File: config.mk
export PLATFORM = sky130hd
export DESIGN_NAME = udm_uart_tx
export DESIGN_NICKNAME = d
export VERILOG_FILES = /design/src/rtl/udm_tx_pkg.sv /design/src/rtl/udm_sync_fifo.sv /design/src/rtl/udm_uart_tx.sv
export SDC_FILE = /design/constraint.sdc
export NUM_CORES = 1
export LEC_CHECK = 0
export BUFFER_PORTS_ARGS = -buffer_cell sky130_fd_sc_hd__buf_2
export CAP_MARGIN = 0
export CORE_ASPECT_RATIO = 0.8
export CORE_MARGIN = 2
export CORE_UTILIZATION = 39
export DETAILED_ROUTE_END_ITERATION = 6
export GPL_ROUTABILITY_DRIVEN = 0
export SYNTH_ARGS = -nofsm -noshare
export SYNTH_HDL_FRONTEND = slang
export SYNTH_SLANG_ARGS = --single-unit
File: constraint.sdc
create_clock -name clk_i -period 4.2 [get_ports clk_i]
set_input_delay 0.21 -clock clk_i [delete_from_list [all_inputs] [get_ports clk_i]]
set_output_delay 0.21 -clock clk_i [all_outputs]
set_load 0.05 [all_outputs]
File: src/rtl/udm_tx_pkg.sv
// rtl/udm_tx_pkg.sv - shared types for udm_uart_tx; UDM_TX_BREAK_EN adds the BREAK state
package udm_tx_pkg;

    typedef enum logic [2:0] {
        ST_IDLE,
        ST_START,
        ST_DATA,
        ST_PARITY,
        ST_STOP
`ifdef UDM_TX_BREAK_EN
        , ST_BREAK
`endif
    } tx_state_e;

    typedef enum logic [1:0] {
        PAR_NONE = 2'd0,
        PAR_EVEN = 2'd1,
        PAR_ODD  = 2'd2
    } parity_e;

    // Break length in bit times is BRK_MULT * (DATA_BITS + 2)
    localparam int BRK_MULT = 2;

    // Mode 3 is an alias of "no parity"
    function automatic parity_e decode_parity(input logic [1:0] mode);
        case (mode)
            2'd1:    return PAR_EVEN;
            2'd2:    return PAR_ODD;
            default: return PAR_NONE;
        endcase
    endfunction

endpackage

File: src/rtl/udm_sync_fifo.sv
// rtl/udm_sync_fifo.sv - single-clock FIFO with full/empty/level; push ignored when full, pop when empty
module udm_sync_fifo #(
    parameter int WIDTH = 8,
    parameter int DEPTH = 16
) (
    input  logic                     clk_i,
    input  logic                     rst_i,
    input  logic                     push_i,
    input  logic [WIDTH-1:0]         data_i,
    input  logic                     pop_i,
    output logic [WIDTH-1:0]         data_o,
    output logic                     full_o,
    output logic                     empty_o,
    output logic [$clog2(DEPTH):0]   level_o
);
    localparam int AW = $clog2(DEPTH);

    logic [WIDTH-1:0] r_mem [DEPTH];
    logic [AW-1:0]    r_wptr;
    logic [AW-1:0]    r_rptr;
    logic [AW:0]      r_level;
    logic             w_push;
    logic             w_pop;

    assign full_o  = (r_level == (AW+1)'(DEPTH));
    assign empty_o = (r_level == '0);
    assign level_o = r_level;
    assign data_o  = r_mem[r_rptr];
    assign w_push  = push_i && !full_o;
    assign w_pop   = pop_i && !empty_o;

    always_ff @(posedge clk_i) begin
        if (rst_i) begin
            r_wptr  <= '0;
            r_rptr  <= '0;
            r_level <= '0;
        end else begin
            if (w_push) r_wptr <= r_wptr + 1'b1;
            if (w_pop)  r_rptr <= r_rptr + 1'b1;
            case ({w_push, w_pop})
                2'b10:   r_level <= r_level + 1'b1;
                2'b01:   r_level <= r_level - 1'b1;
                default: r_level <= r_level;
            endcase
        end
    end

    always_ff @(posedge clk_i) begin
        if (w_push) r_mem[r_wptr] <= data_i;
    end

endmodule

File: src/rtl/udm_uart_tx.sv
// rtl/udm_uart_tx.sv - buffered UART transmitter with per-frame format latching
// Optional break generation (brk_req_i, BREAK state) is enabled by UDM_TX_BREAK_EN.
module udm_uart_tx
    import udm_tx_pkg::*;
#(
    parameter int DIV_WIDTH  = 32,
    parameter int DATA_BITS  = 8,
    parameter int FIFO_DEPTH = 16
) (
    input  logic                          clk_i,
    input  logic                          rst_i,
    input  logic [DIV_WIDTH-1:0]          divider_i,
    input  logic [1:0]                    parity_i,
    input  logic                          stop2_i,
    input  logic                          wr_req_i,
    input  logic [DATA_BITS-1:0]          wr_data_i,
`ifdef UDM_TX_BREAK_EN
    input  logic                          brk_req_i,
`endif
    output logic                          wr_ack_o,
    output logic                          tx_o,
    output logic                          busy_o,
    output logic [$clog2(FIFO_DEPTH):0]   level_o
);
    localparam int BW = $clog2(DATA_BITS);

    logic                 w_full, w_empty, w_pop, w_tc, w_frame_end;
    logic [DATA_BITS-1:0] w_head;
    logic [DIV_WIDTH-1:0] w_div_eff;

    tx_state_e            r_state;
    logic [DIV_WIDTH-1:0] r_div, r_cnt;
    logic [DATA_BITS-1:0] r_shift;
    logic [BW-1:0]        r_bit;
    parity_e              r_par;
    logic                 r_par_bit, r_stop2, r_second, r_tx;

    udm_sync_fifo #(.WIDTH(DATA_BITS), .DEPTH(FIFO_DEPTH)) u_fifo (
        .clk_i   (clk_i),
        .rst_i   (rst_i),
        .push_i  (wr_req_i),
        .data_i  (wr_data_i),
        .pop_i   (w_pop),
        .data_o  (w_head),
        .full_o  (w_full),
        .empty_o (w_empty),
        .level_o (level_o)
    );

    assign w_div_eff   = (divider_i == '0) ? DIV_WIDTH'(1) : divider_i;
    assign w_tc        = (r_cnt == r_div - 1'b1);
    assign w_frame_end = (r_state == ST_STOP) && w_tc && (!r_stop2 || r_second);

`ifdef UDM_TX_BREAK_EN
    localparam int BRK_BITS = BRK_MULT * (DATA_BITS + 2);
    localparam int BRKW     = $clog2(BRK_BITS);
    logic            r_brk_pend;
    logic [BRKW-1:0] r_brk_cnt;
    logic            w_brk_go, w_brk_start;
    // A break seen mid-frame is remembered and wins over the next FIFO pop
    assign w_brk_go    = brk_req_i || r_brk_pend;
    assign w_brk_start = w_brk_go && (r_state == ST_IDLE || w_frame_end);

    always_ff @(posedge clk_i) begin
        if (rst_i)            r_brk_pend <= 1'b0;
        else if (w_brk_start) r_brk_pend <= 1'b0;
        else if (brk_req_i)   r_brk_pend <= 1'b1;
    end
`else
    logic w_brk_go;
    assign w_brk_go = 1'b0;
`endif

    assign w_pop    = !w_empty && !w_brk_go && (r_state == ST_IDLE || w_frame_end);
    assign wr_ack_o = !w_full;
    assign tx_o     = r_tx;
    assign busy_o   = (r_state != ST_IDLE) || !w_empty;

    always_ff @(posedge clk_i) begin
        if (rst_i) begin
            r_state   <= ST_IDLE;
            r_tx      <= 1'b1;
            r_cnt     <= '0;
            r_div     <= DIV_WIDTH'(1);
            r_shift   <= '0;
            r_bit     <= '0;
            r_par     <= PAR_NONE;
            r_par_bit <= 1'b0;
            r_stop2   <= 1'b0;
            r_second  <= 1'b0;
`ifdef UDM_TX_BREAK_EN
            r_brk_cnt <= '0;
`endif
        end else begin
            r_cnt <= (r_state == ST_IDLE || w_tc) ? '0 : r_cnt + 1'b1;
            if (w_pop) begin
                // Frame format is frozen here; later input changes wait for the next frame
                r_state   <= ST_START;
                r_tx      <= 1'b0;
                r_div     <= w_div_eff;
                r_par     <= decode_parity(parity_i);
                r_par_bit <= (^w_head) ^ (decode_parity(parity_i) == PAR_ODD);
                r_stop2   <= stop2_i;
                r_shift   <= w_head;
                r_second  <= 1'b0;
            end
`ifdef UDM_TX_BREAK_EN
            else if (w_brk_start) begin
                r_state   <= ST_BREAK;
                r_tx      <= 1'b0;
                r_div     <= w_div_eff;
                r_brk_cnt <= '0;
            end
`endif
            else begin
                case (r_state)
                    ST_IDLE: r_tx <= 1'b1;
                    ST_START: if (w_tc) begin
                        r_state <= ST_DATA;
                        r_tx    <= r_shift[0];
                        r_bit   <= '0;
                    end
                    ST_DATA: if (w_tc) begin
                        if (r_bit == BW'(DATA_BITS - 1)) begin
                            r_state <= (r_par != PAR_NONE) ? ST_PARITY : ST_STOP;
                            r_tx    <= (r_par != PAR_NONE) ? r_par_bit : 1'b1;
                        end else begin
                            r_shift <= r_shift >> 1;
                            r_tx    <= r_shift[1];
                            r_bit   <= r_bit + 1'b1;
                        end
                    end
                    ST_PARITY: if (w_tc) begin
                        r_state <= ST_STOP;
                        r_tx    <= 1'b1;
                    end
                    ST_STOP: if (w_tc) begin
                        if (r_stop2 && !r_second) r_second <= 1'b1;
                        else                      r_state  <= ST_IDLE;
                    end
`ifdef UDM_TX_BREAK_EN
                    ST_BREAK: if (w_tc) begin
                        if (r_brk_cnt == BRKW'(BRK_BITS - 1)) begin
                            r_state <= ST_IDLE;
                            r_tx    <= 1'b1;
                        end else begin
                            r_brk_cnt <= r_brk_cnt + 1'b1;
                        end
                    end
`endif
                    default: begin
                        r_state <= ST_IDLE;
                        r_tx    <= 1'b1;
                    end
                endcase
            end
        end
    end

endmodule

; ---- After elaboration in Yosys (flattened, before gate mapping)
; Memory sizes are Yosys's and may differ from the RTL's. A register that Yosys moved wholly into a read port is not among the register bits.
; Index checks and enable logic that the tools add are counted.
[totals]
memories = 1
register_bits = 97
output_inout_bits = 8
mem_bits_rw = 128
wordCells = 118
in_bits = 46
[classes]
add_sub_neg = 7
eq_ne = 28
mux = 33
bitwise_logic = 3
reduce_logical = 32
[memory_table]
columns = name, depth, width, rd, rd_ports_with_merged_regs, wr, line
row1 = u_fifo.r_mem, 16, 8, 1, 1, 1, udm_sync_fifo.sv:18  ; logic [WIDTH-1:0] r_mem [DEPTH];
[ops]
columns = operator, n
row1 = $add A32 B1 Y32 const B, 1
row2 = $eq A32 B32 Y1, 1
row3 = $logic_not A32 Y1, 1
row4 = $mux W32, 1
row5 = $mux W8, 4
row6 = $sub A32 B1 Y32 const B, 1
row7 = $mux W3, 10
row8 = $ne A3 B2 Y1 const B, 6
row9 = $pmux W3 S5, 1
row10 = $ne A2 B2 Y1 const B, 7
row11 = $reduce_and A7 Y1, 2
row12 = $pmux W5 S2, 1
row13 = $reduce_bool A2 Y1, 5
row14 = $mux W1, 9
row15 = $add A4 B1 Y4 const B, 2
row16 = $mux W4, 2
row17 = $reduce_xor A8 Y1, 1
row18 = $eq A2 B2 Y1 const B, 3
row19 = $eq A3 B2 Y1 const B, 2
row20 = $eq A3 B3 Y1 const B, 2
row21 = $logic_and A1 B1 Y1, 6
row22 = $ne A2 B1 Y1 const B, 3
row23 = $pmux W3 S2, 1
row24 = $reduce_and A3 Y1, 2
row25 = 19 further kinds, 29

; ---- Depth between registers and ports, before layout
; Gate-level depths: netlist of the first run.
[logic_depth]
word_depth = 10
ltp_mapped = 21
mapped_depth_nobuf = 20

; ---- By module
; From an unflattened synthesis of the first run, not the netlist that was laid out.
[hier_totals]
cells_unflattened = 863
area_unflattened_um2 = 10597.7
[modules_own_cells]
columns = module, area_per_inst_um2, n_inst, cells_per_inst
row1 = udm_sync_fifo, 5891.9, 1, 330
row2 = udm_uart_tx, 4705.8, 1, 533

; ---- Worst setup path after synthesis of the first run
; Ideal clock, no wire load.
[synth_timing]
kind = reg2reg
startpoint = register r_div[0]
endpoint = register u_fifo.r_level[4], in the netlist u_fifo.level_o[4]
period_less_slack_ns = 4.588
path_slack_ns = -0.388
path_stages_with_launch = 22
required_ns = 4.130
arrival_ns = 4.517
path_cell_list = dfxtp_1 inv_1 ha_1 or3b_2 clkbuf_1 nor4_4 a21oi_1 or4b_1 nand4bb_1 a2111oi_2 nand4_2 and2_1 inv_1 ha_1 inv_1 fa_1 inv_1 a21o_1 a21oi_1 xnor2_1 or3_1 a21oi_1
[synth_via]
elab_chain_cells = 9
word_cells_on_any_way = 11
cone_classes = add/sub (1) / eq/ne (3) / mux (1) / reduce/logical (6)
[synth_lines]
columns = item, line
row1 = "start, declared", udm_uart_tx.sv:32  ; logic [DIV_WIDTH-1:0] r_div, r_cnt;
row2 = "start signal, assigned", udm_uart_tx.sv:100  ; r_div <= w_div_eff;
row3 = $sub A32 B1 Y32 (*), udm_uart_tx.sv:51  ; assign w_tc = (r_cnt == r_div - 1'b1);
row4 = $eq A32 B32 Y1 (*), udm_uart_tx.sv:51
row5 = $logic_and A1 B1 Y1 (*) (2 in series), udm_uart_tx.sv:52  ; assign w_frame_end = (r_state == ST_STOP) && w_tc && (!r_stop2 || r_second);
row6 = $logic_or A1 B1 Y1 (*), udm_uart_tx.sv:74  ; assign w_pop = !w_empty && !w_brk_go && (r_state == ST_IDLE || w_frame_end);
row7 = $logic_and A1 B1 Y1 (*), udm_uart_tx.sv:74
row8 = $logic_and A1 B1 Y1 (*), udm_sync_fifo.sv:30  ; assign w_pop = pop_i && !empty_o;
row9 = $eq A2 B1 Y1 / $eq A2 B2 Y1 (equally long branches), udm_sync_fifo.sv:40  ; case ({w_push, w_pop})
row10 = $pmux W5 S2 / $reduce_bool A2 Y1 (equally long branches), -
row11 = "end signal, assigned", udm_sync_fifo.sv:41  ; 2'b10: r_level <= r_level + 1'b1;
row12 = "end signal, assigned", udm_sync_fifo.sv:42  ; 2'b01: r_level <= r_level - 1'b1;
row13 = "end signal, assigned", udm_sync_fifo.sv:43  ; default: r_level <= r_level;
row14 = "end, declared", udm_sync_fifo.sv:21  ; logic [AW:0] r_level;
; Mark *: on every way between the ends. The rest lies on a longest branch, timed or not.
; A chain may end at the register's enable or synchronous reset.

; ---- Worst setup path in the final report of the first run
[layout_timing]
startpoint = register r_div[17]
endpoint = register u_fifo.r_level[4], in the netlist u_fifo.level_o[4]
; The elaborated chain is that of the path after synthesis.

==> results of run 1 <==
==> logic make-up (layout without fill, tap and decap cells) <==
kind of cell / Yosys count / after routing / share of synthesized area
AOI/OAI and AO/OA: 154 / 154 / 0.105
xor gates and xnor gates: 80 / 80 / 0.0648
adders and majority gates: 14 / 14 / 0.0169
buffers and inverters: 68 / 229 / 0.0291
DFF: 229 / 229 / 0.543
muxes: 43 / 43 / 0.0819
and+or+nand+nor: 323 / 323 / 0.159
==> routing by layer <==
metal / global-route usage / vias to the layer above / share of wire
met2: 0.264 / 238 / 0.42
met4: 0.0432 / 0 / 0.021
met1: 0.281 / 3860 / 0.50
li1: - / 3752 / -
met5: 0 / - / 0
met3: 0.0308 / 40 / 0.058
==> flip-flops by register name, summed over array words and instances, names as in the netlist, named ones only <==
register	count
r_state	3
r_shift	8
r_bit	3
u_fifo.level_o	5
r_div	32
r_second	1
u_fifo.r_rptr	4
r_par_bit	1
tx_o	1
r_cnt	32
u_fifo.r_wptr	4
r_par	2
u_fifo.r_mem	128
r_stop2	1
==> tightest hold or removal path: cells and delay by family <==
family,cells,cell delay [ns]
buffers and inverters,2,0.16
AO/OA/AOI/OAI,2,0.16
==> repair_timing <==
action                                  4_1_cts  5_1_grt
gates resized for setup                       7        9
hold buffers                                 32        0
pin swaps                                     2        4
hold endpoints to repair                     32        0
setup buffers                                 1        6
endpoints found under the setup margin        2        3
==> cell type report <==
type                            instances  area, sq um
Multi-Input combinational cell        614         4750
Clock inverter                         11          141
Clock buffer                           33          706
Fill cell                            2371        14000
Timing Repair Buffer                  166         1240
Tap cell                              364          455
Sequential cell                       229         5870
Inverter                               19         76.3
==> placed cells by master (no fill, tap or decap), drive strengths merged, types with 7 or more instances in the layout <==
| cell type | instances |
|---|---|
| edfxtp | 128 |
| nand2b | 8 |
| nand3 | 38 |
| nand2 | 41 |
| a22o | 32 |
| buf | 134 |
| a31oi | 7 |
| inv | 19 |
| mux4 | 36 |
| nor2b | 15 |
| nor3 | 22 |
| ha | 13 |
| nor2 | 89 |
| xnor2 | 37 |
| and3 | 15 |
| nor4 | 30 |
| dlygate4sd3 | 32 |
| and2 | 11 |
| a21oi | 29 |
| xor2 | 43 |
| a22oi | 16 |
| clkbuf | 33 |
| o21ai | 14 |
| or3 | 7 |
| or4 | 9 |
| nand4 | 14 |
| dfxtp | 101 |
==> through the flow <==
step / hold slack [ns] / setup WS, ns
after floorplan: 0.309 / -0.0294
final: 0.0368 / -0.133
after CTS: 0.0113 / -0.0738
after global placement: 0.444 / -0.0792
after detailed placement: 0.449 / -0.118
after global routing: 0.0374 / -0.312
==> power groups by stage <==
stage                     clock network, mW  registers [mW]  logic, mW
after floorplan                           0            2.94       2.45
after global placement                    0            2.96       3.61
after detailed placement                  0            2.96       3.60
after CTS                              2.25            2.92       3.72
after global routing                   2.33            2.97       4.11
final                                  2.21            2.92       3.80
==> worst min path at each step <==
| stage | cells past startpoint | to | slack [ns] | startpoint |
|---|---|---|---|---|
| final | 4 | r_par[0] | 0.04 | parity_i[0] |
| after CTS | 4 | r_par[0] | 0.01 | parity_i[0] |
| after detailed placement | 2 | r_div[24] | 0.45 | divider_i[24] |
| after global placement | 2 | r_div[21] | 0.44 | divider_i[21] |
| after global routing | 4 | r_par[0] | 0.04 | parity_i[0] |
| after floorplan | 0 | u_fifo.r_mem[0][0] | 0.31 | wr_data_i[0] |
==> qor.csv, run 1 <==
metric;value;unit
status;finished, violations left;
violated checks;negative setup slack;
syn nets;971;
reg-to-reg slack, setup;-0.13;ns
most common cell in the netlist;edfxtp_1;
Worst EP arrival;4.79;ns
Clock Tree Buf Depth;3;
overall power;8.93;mW
clk slew on worst S/H paths;0.06;ns
# rows;54;
final setup fails;3;
internal power;5.73;mW
Synth async-reset ratio;0;
Clock power frac;0.248;
drt drc;0;
Worst Setup SP;r_div[17];
Clock Sink Count;229;
DR WL/cell;18.4;microns
HP Class;in -> reg;
Worst path depth;18;
setup ws final;-0.133;ns
area grow syn2layout;22.5;%
Slew @ Worst Pin;1.02;ns
maximum vdd ir drop;0.384;mV
synthesized area;10800;sq um
syn avg cell area;11.9;sq um
final-stage net count;1114;
Lkg Pwr;4.68;nW
die height;153;microns
CTS tree;yes;
H-tree Lvls;1;
Final TNS setup;-0.202;ns
share of the synthesized area in the top cell type;0.356;
total number of vias;7890;
Net Sw Frac;0.358;
placed wire-length estimate;18400;microns
Post-Layout Cell Count;1436;
diode count;0;
max cap viols;0;
final core occ;0.486;
Root Buffer Master;clkbuf_16;
number of flops mapped to enable cells by yosys;128;
Pins Over Slew Limit;0;
Cell Pwr Density;674;nW/um^2
Rel. slew slack;0.317;
CP required;4.65;ns
Hold Fails Final Rpt;0;
gr ovfl total;0;
Placed Instances;1354;
Cell variety after synth;74;
die area;29100;sq um
CP endpoint kind;flop;
Comb power frac;0.425;
NetSw;3.20;mW
worst path cell trace;or4_4 > or4_4 > or3_1 > a32oi_1 > mux2i_1 > nor4b_2 > nand4_2 > and2_4 > inv_4 > ha_4 > inv_4 > fa_2 > inv_1 > a21o_1 > a21oi_1 > xnor2_1 > or3_1 > a21oi_2;
R2R depth;18;
final wirelength;26400;microns
synthesized instance count;911;
maximum clock rate;0.231;GHz
vias in the first global route;7491;
top cells by area, synth;edfxtp_1, dfxtp_1, mux4_2;
DP Area;12000;sq um
share of the yosys chip area belonging to registers;0.543;
vias per cell;5.49;
GRT Resource Usage Total;0.182;
largest net degree at the start of global routing;39;
Port Buffers;53;
antenna-violating nets left;0;
final critical-path share of the clock period;1.03;
cts bufs inserted;24;
Yosys warning count;0;
Final Cell Area;13200;sq um
crit-path max cell delay;0.56;ns
Crit Reg-Reg Startpoint;r_div[17];
share of power burned in registers;0.327;
I/O pin cnt;54;
Core Box Area;27200;sq um
FF+latch count, synth;229;
drt initial violations;668;
top cell type by total area after synthesis;edfxtp_1;
first-pass GRT wire length;41900;microns
largest delay contributor family on the critical path;simple AND/OR/NAND/NOR gates;
critical path peak fanout;8;
clock latency on the worst-skew pair;0.53;ns
initial antenna violation count;0;
ys flop type;edfxtp_1;
RSZ-0062 raised after global routing;true;
Worst Skew;0.0151;ns
drt pass-1 iters;5;
die width;190;microns
Worst Path Buf+Inv;3;
worst r2r dst;u_fifo.level_o[4];
slowest library cell on the worst path;or4_4;
Startpoint Class;flop;
most instantiated cells after synthesis;edfxtp_1, dfxtp_1, nor2_1;
Starting Density;0.397;
crit path kind;reg -> reg;
fraction of layout cells with a size suffix above 1;0.243;
Final min period;4.33;ns
Critical Path End;u_fifo.level_o[4];
Power figures use the tool's default switching activity.
==> run 2: changes to the inputs <==
- ABC_AREA: default -> 1
- ABC_CLOCK_PERIOD_IN_PS: default -> 4200
==> run 2 against run 1 <==
  * The flow now finishes without violations
  * Worst setup slack gained 0.63 ns
  * Sequential cell count did not move
  * Sequential power fell by 1%
  * Area after synthesis up 3.5%
  * Largest power group unchanged
  * Power is 2.8% lower
  * Sequential share of layout area up 1.1 points
  * Cell area shrank 2.5%
  * Clock skew grew 0.015 ns
  * Cell count grew 25%
==> qor.csv, run 2 <==
metric;value;unit;change
die width;193;microns;+1.7%
max cap viols;0;;unchanged
hold path depth;3;;-1
syn nets;1386;;+43%
fraction of layout cells with a size suffix above 1;0.0972;;-0.145
first-pass GRT wire length;45800;microns;+9.3%
gr ovfl total;0;;unchanged
Root Buffer Master;clkbuf_16;;
vias in the first global route;8472;;+13%
die area;30100;sq um;+3.4%
hold path endpoint;r_div[0];;
diode count;0;;unchanged
most common cell after layout, fill and taps aside;nand2_1;;
Cell variety after synth;46;;-38%
Fin Hold WS;0.0167;ns;-0.0201 ns
NetSw;3.60;mW;+12%
syn avg cell area;8.43;sq um;-29%
die height;155;microns;+1.7%
final critical-path share of the clock period;0.881;;-0.150
Worst EP arrival;4.18;ns;-0.61 ns
# rows;55;;+1.9%
Pins Over Slew Limit;0;;unchanged
Clock Sink Count;229;;unchanged
RSZ-0062 raised after global routing;false;;
largest delay contributor family on the critical path;simple AND/OR/NAND/NOR gates;;
post_cts resized;0;;-7
Hold Fails Final Rpt;0;;unchanged
Synth Area in XOR/XNOR;0.0294;;-0.0354
Startpoint Class;flop;;
Final min period;3.70;ns;-0.632 ns
Final TNS setup;0;ns;+0.202 ns
total number of vias;9214;;+17%
top cell type by total area after synthesis;edfxtp_1;;
crit path kind;reg -> reg;;
worst r2r dst;u_fifo.level_o[4];;
Worst Path Buf+Inv;5;;+2
Filler cells;2770;;+17%
clk slew on worst S/H paths;0.06;ns;about the same
complex-gate fraction of the synthesized area;0.112;;+0.00731
Placed Instances;1713;;+27%
Top reg by flops;u_fifo.r_mem;;
Largest register FFs;128;;unchanged
CP required;4.67;ns;+0.02 ns
Clock Tree Buf Depth;3;;unchanged
antenna-violating nets left;0;;unchanged
placed wire-length estimate;19500;microns;+6.0%
Worst Skew;0.0297;ns;+0.0146 ns
mux contribution to synthesized area;0;;-0.0819
share of the yosys chip area belonging to registers;0.525;;-0.0183
GRT Resource Usage Total;0.187;;+0.00594
CP most frequent cell;nand2_1;;
largest family of logic cells by synthesized area;simple AND/OR/NAND/NOR gates;;
R2R depth;26;;+8
Cell Pwr Density;672;nW/um^2;-0.36%
most instantiated cells after synthesis;nand2_1, nor2_1, edfxtp_1;;
largest net degree at the start of global routing;65;;+67%
I/O pin cnt;54;;unchanged
Slew @ Worst Pin;1.09;ns;+0.0707 ns
synthesized area;11200;sq um;+3.5%
Lkg Pwr;4.93;nW;+5.5%
Net Sw Frac;0.415;;+0.0564
CTS tree;yes;;
FF+latch count, synth;229;;unchanged
clock latency on the worst-skew pair;0.54;ns;about the same
largest registers;u_fifo.r_mem: 128 flops, r_cnt: 32 flops, r_div: 32 flops;;
Post-Layout Cell Count;1790;;+25%
initial antenna violation count;0;;unchanged
most common cell in the netlist;nand2_1;;
cts bufs inserted;24;;unchanged
HP Start;divider_i[0];;
synthesized instance count;1326;;+46%
drt drc;0;;unchanged
top cells by area, synth;edfxtp_1, dfxtp_1, nand2_1;;
maximum vdd ir drop;0.473;mV;+23%
drt initial violations;769;;+15%
final core occ;0.458;;-0.0286
slowest library cell on the worst path;fa_1;;
critical path peak fanout;6;;-2
maximum clock rate;0.270;GHz;+17%
final setup fails;0;;-3
internal power;5.08;mW;-11%
crit-path max cell delay;0.39;ns;-0.17 ns
number of flops mapped to enable cells by yosys;128;;unchanged
ys flop type;edfxtp_1;;
drt pass-1 iters;5;;unchanged
most frequent cells in the layout;nand2_1, nor2_1, edfxtp_1;;
Core Box Area;28200;sq um;+3.6%
final-stage net count;1462;;+31%
Yosys warning count;0;;unchanged
Clock power frac;0.252;;+0.004
vias per cell;5.15;;-6.3%
Synth async-reset ratio;0;;unchanged
area grow syn2layout;15.5;%;
share of power burned in registers;0.331;;+0.004
Comb power frac;0.416;;-0.009
status;finished clean;;
DR WL/cell;15.9;microns;-13%
Crit Reg-Reg Startpoint;r_div[0];;
Port Buffers;53;;unchanged
Starting Density;0.396;;-0.000521
simple-gate area share of the yosys netlist;0.255;;+0.0959
Rel. slew slack;0.273;;-0.0436
area share of fa/ha/maj cells after synthesis;0.0163;;-0.000569
reg-to-reg slack, setup;0.50;ns;+0.63 ns
HP Class;in -> reg;;
CP endpoint kind;flop;;
share of the synthesized area in the top cell type;0.344;;-0.0120
final wirelength;28500;microns;+8.1%
H-tree Lvls;1;;unchanged
-- run 2: worst min-delay path, delay by kind of cell --
kind,cells,cell delay [ns]
AO/OA/AOI/OAI,2,0.16
buffers and inverters,1,0.11
-- run 2: timing repair --
item                                   CTS  global route
endpoints found under the hold margin   32             0
buffers inserted                         0             0
hold buffers                            33             0
-- run 2: cell families after synthesis --
| family | Yosys count |
|---|---|
| simple gates | 650 |
| xor+xnor | 36 |
| compound gates | 223 |
| buf+inv | 174 |
| fa+ha+maj | 14 |
| flops | 229 |
-- run 2: metal layers --
layer | vias to the layer above | GRT usage | wire length [microns]
met1 | 4350 | 0.284 | 14600
li1 | 4620 | - | -
met5 | - | 0 | 0
met4 | 0 | 0.0400 | 465
met3 | 34 | 0.0277 | 1420
met2 | 210 | 0.283 | 12000
-- run 2: how the worst max path moves through the flow --
stage              from           endpoint  slack, ns  cells past startpoint
2_1_floorplan  r_div[0]  u_fifo.level_o[4]       0.80                     23
3_3_place_gp   r_div[0]  u_fifo.level_o[4]       0.68                     26
3_5_place_dp   r_div[0]  u_fifo.level_o[4]       0.53                     22
4_1_cts        r_div[0]  u_fifo.level_o[4]       0.52                     22
5_1_grt        r_div[0]  u_fifo.level_o[4]       0.08                     26
6_report       r_div[0]  u_fifo.level_o[4]       0.50                     26
-- run 2: per-stage QoR --
step | cell area (sq um) | total power, mW | setup slack, ns
2_1_floorplan | 11200 | 5.62 | 0.805
3_3_place_gp | 11800 | 6.43 | 0.680
3_5_place_dp | 11800 | 6.47 | 0.527
4_1_cts | 12900 | 8.71 | 0.525
5_1_grt | 12900 | 9.31 | 0.0848
6_report | 12900 | 8.68 | 0.499
-- run 2: final cells by class --
class                   instances  area, sq um  share of cell area
flip-flops and latches        229         5870               0.454
multi-input cells             923         4620               0.358
repair buffers                 96          671              0.0519
clock buffers                  30          633              0.0490
inverters                     128          480              0.0372
well taps                     370          463              0.0358
clock inverters                14          176              0.0137
-- run 2: power groups by stage --
stage,sequential [mW],combinational (mW),clock (mW)
after global placement,2.91,3.52,0
after CTS,2.87,3.60,2.23
final,2.88,3.61,2.19
after global routing,2.91,4.08,2.32
after detailed placement,2.92,3.56,0
after floorplan,2.93,2.69,0
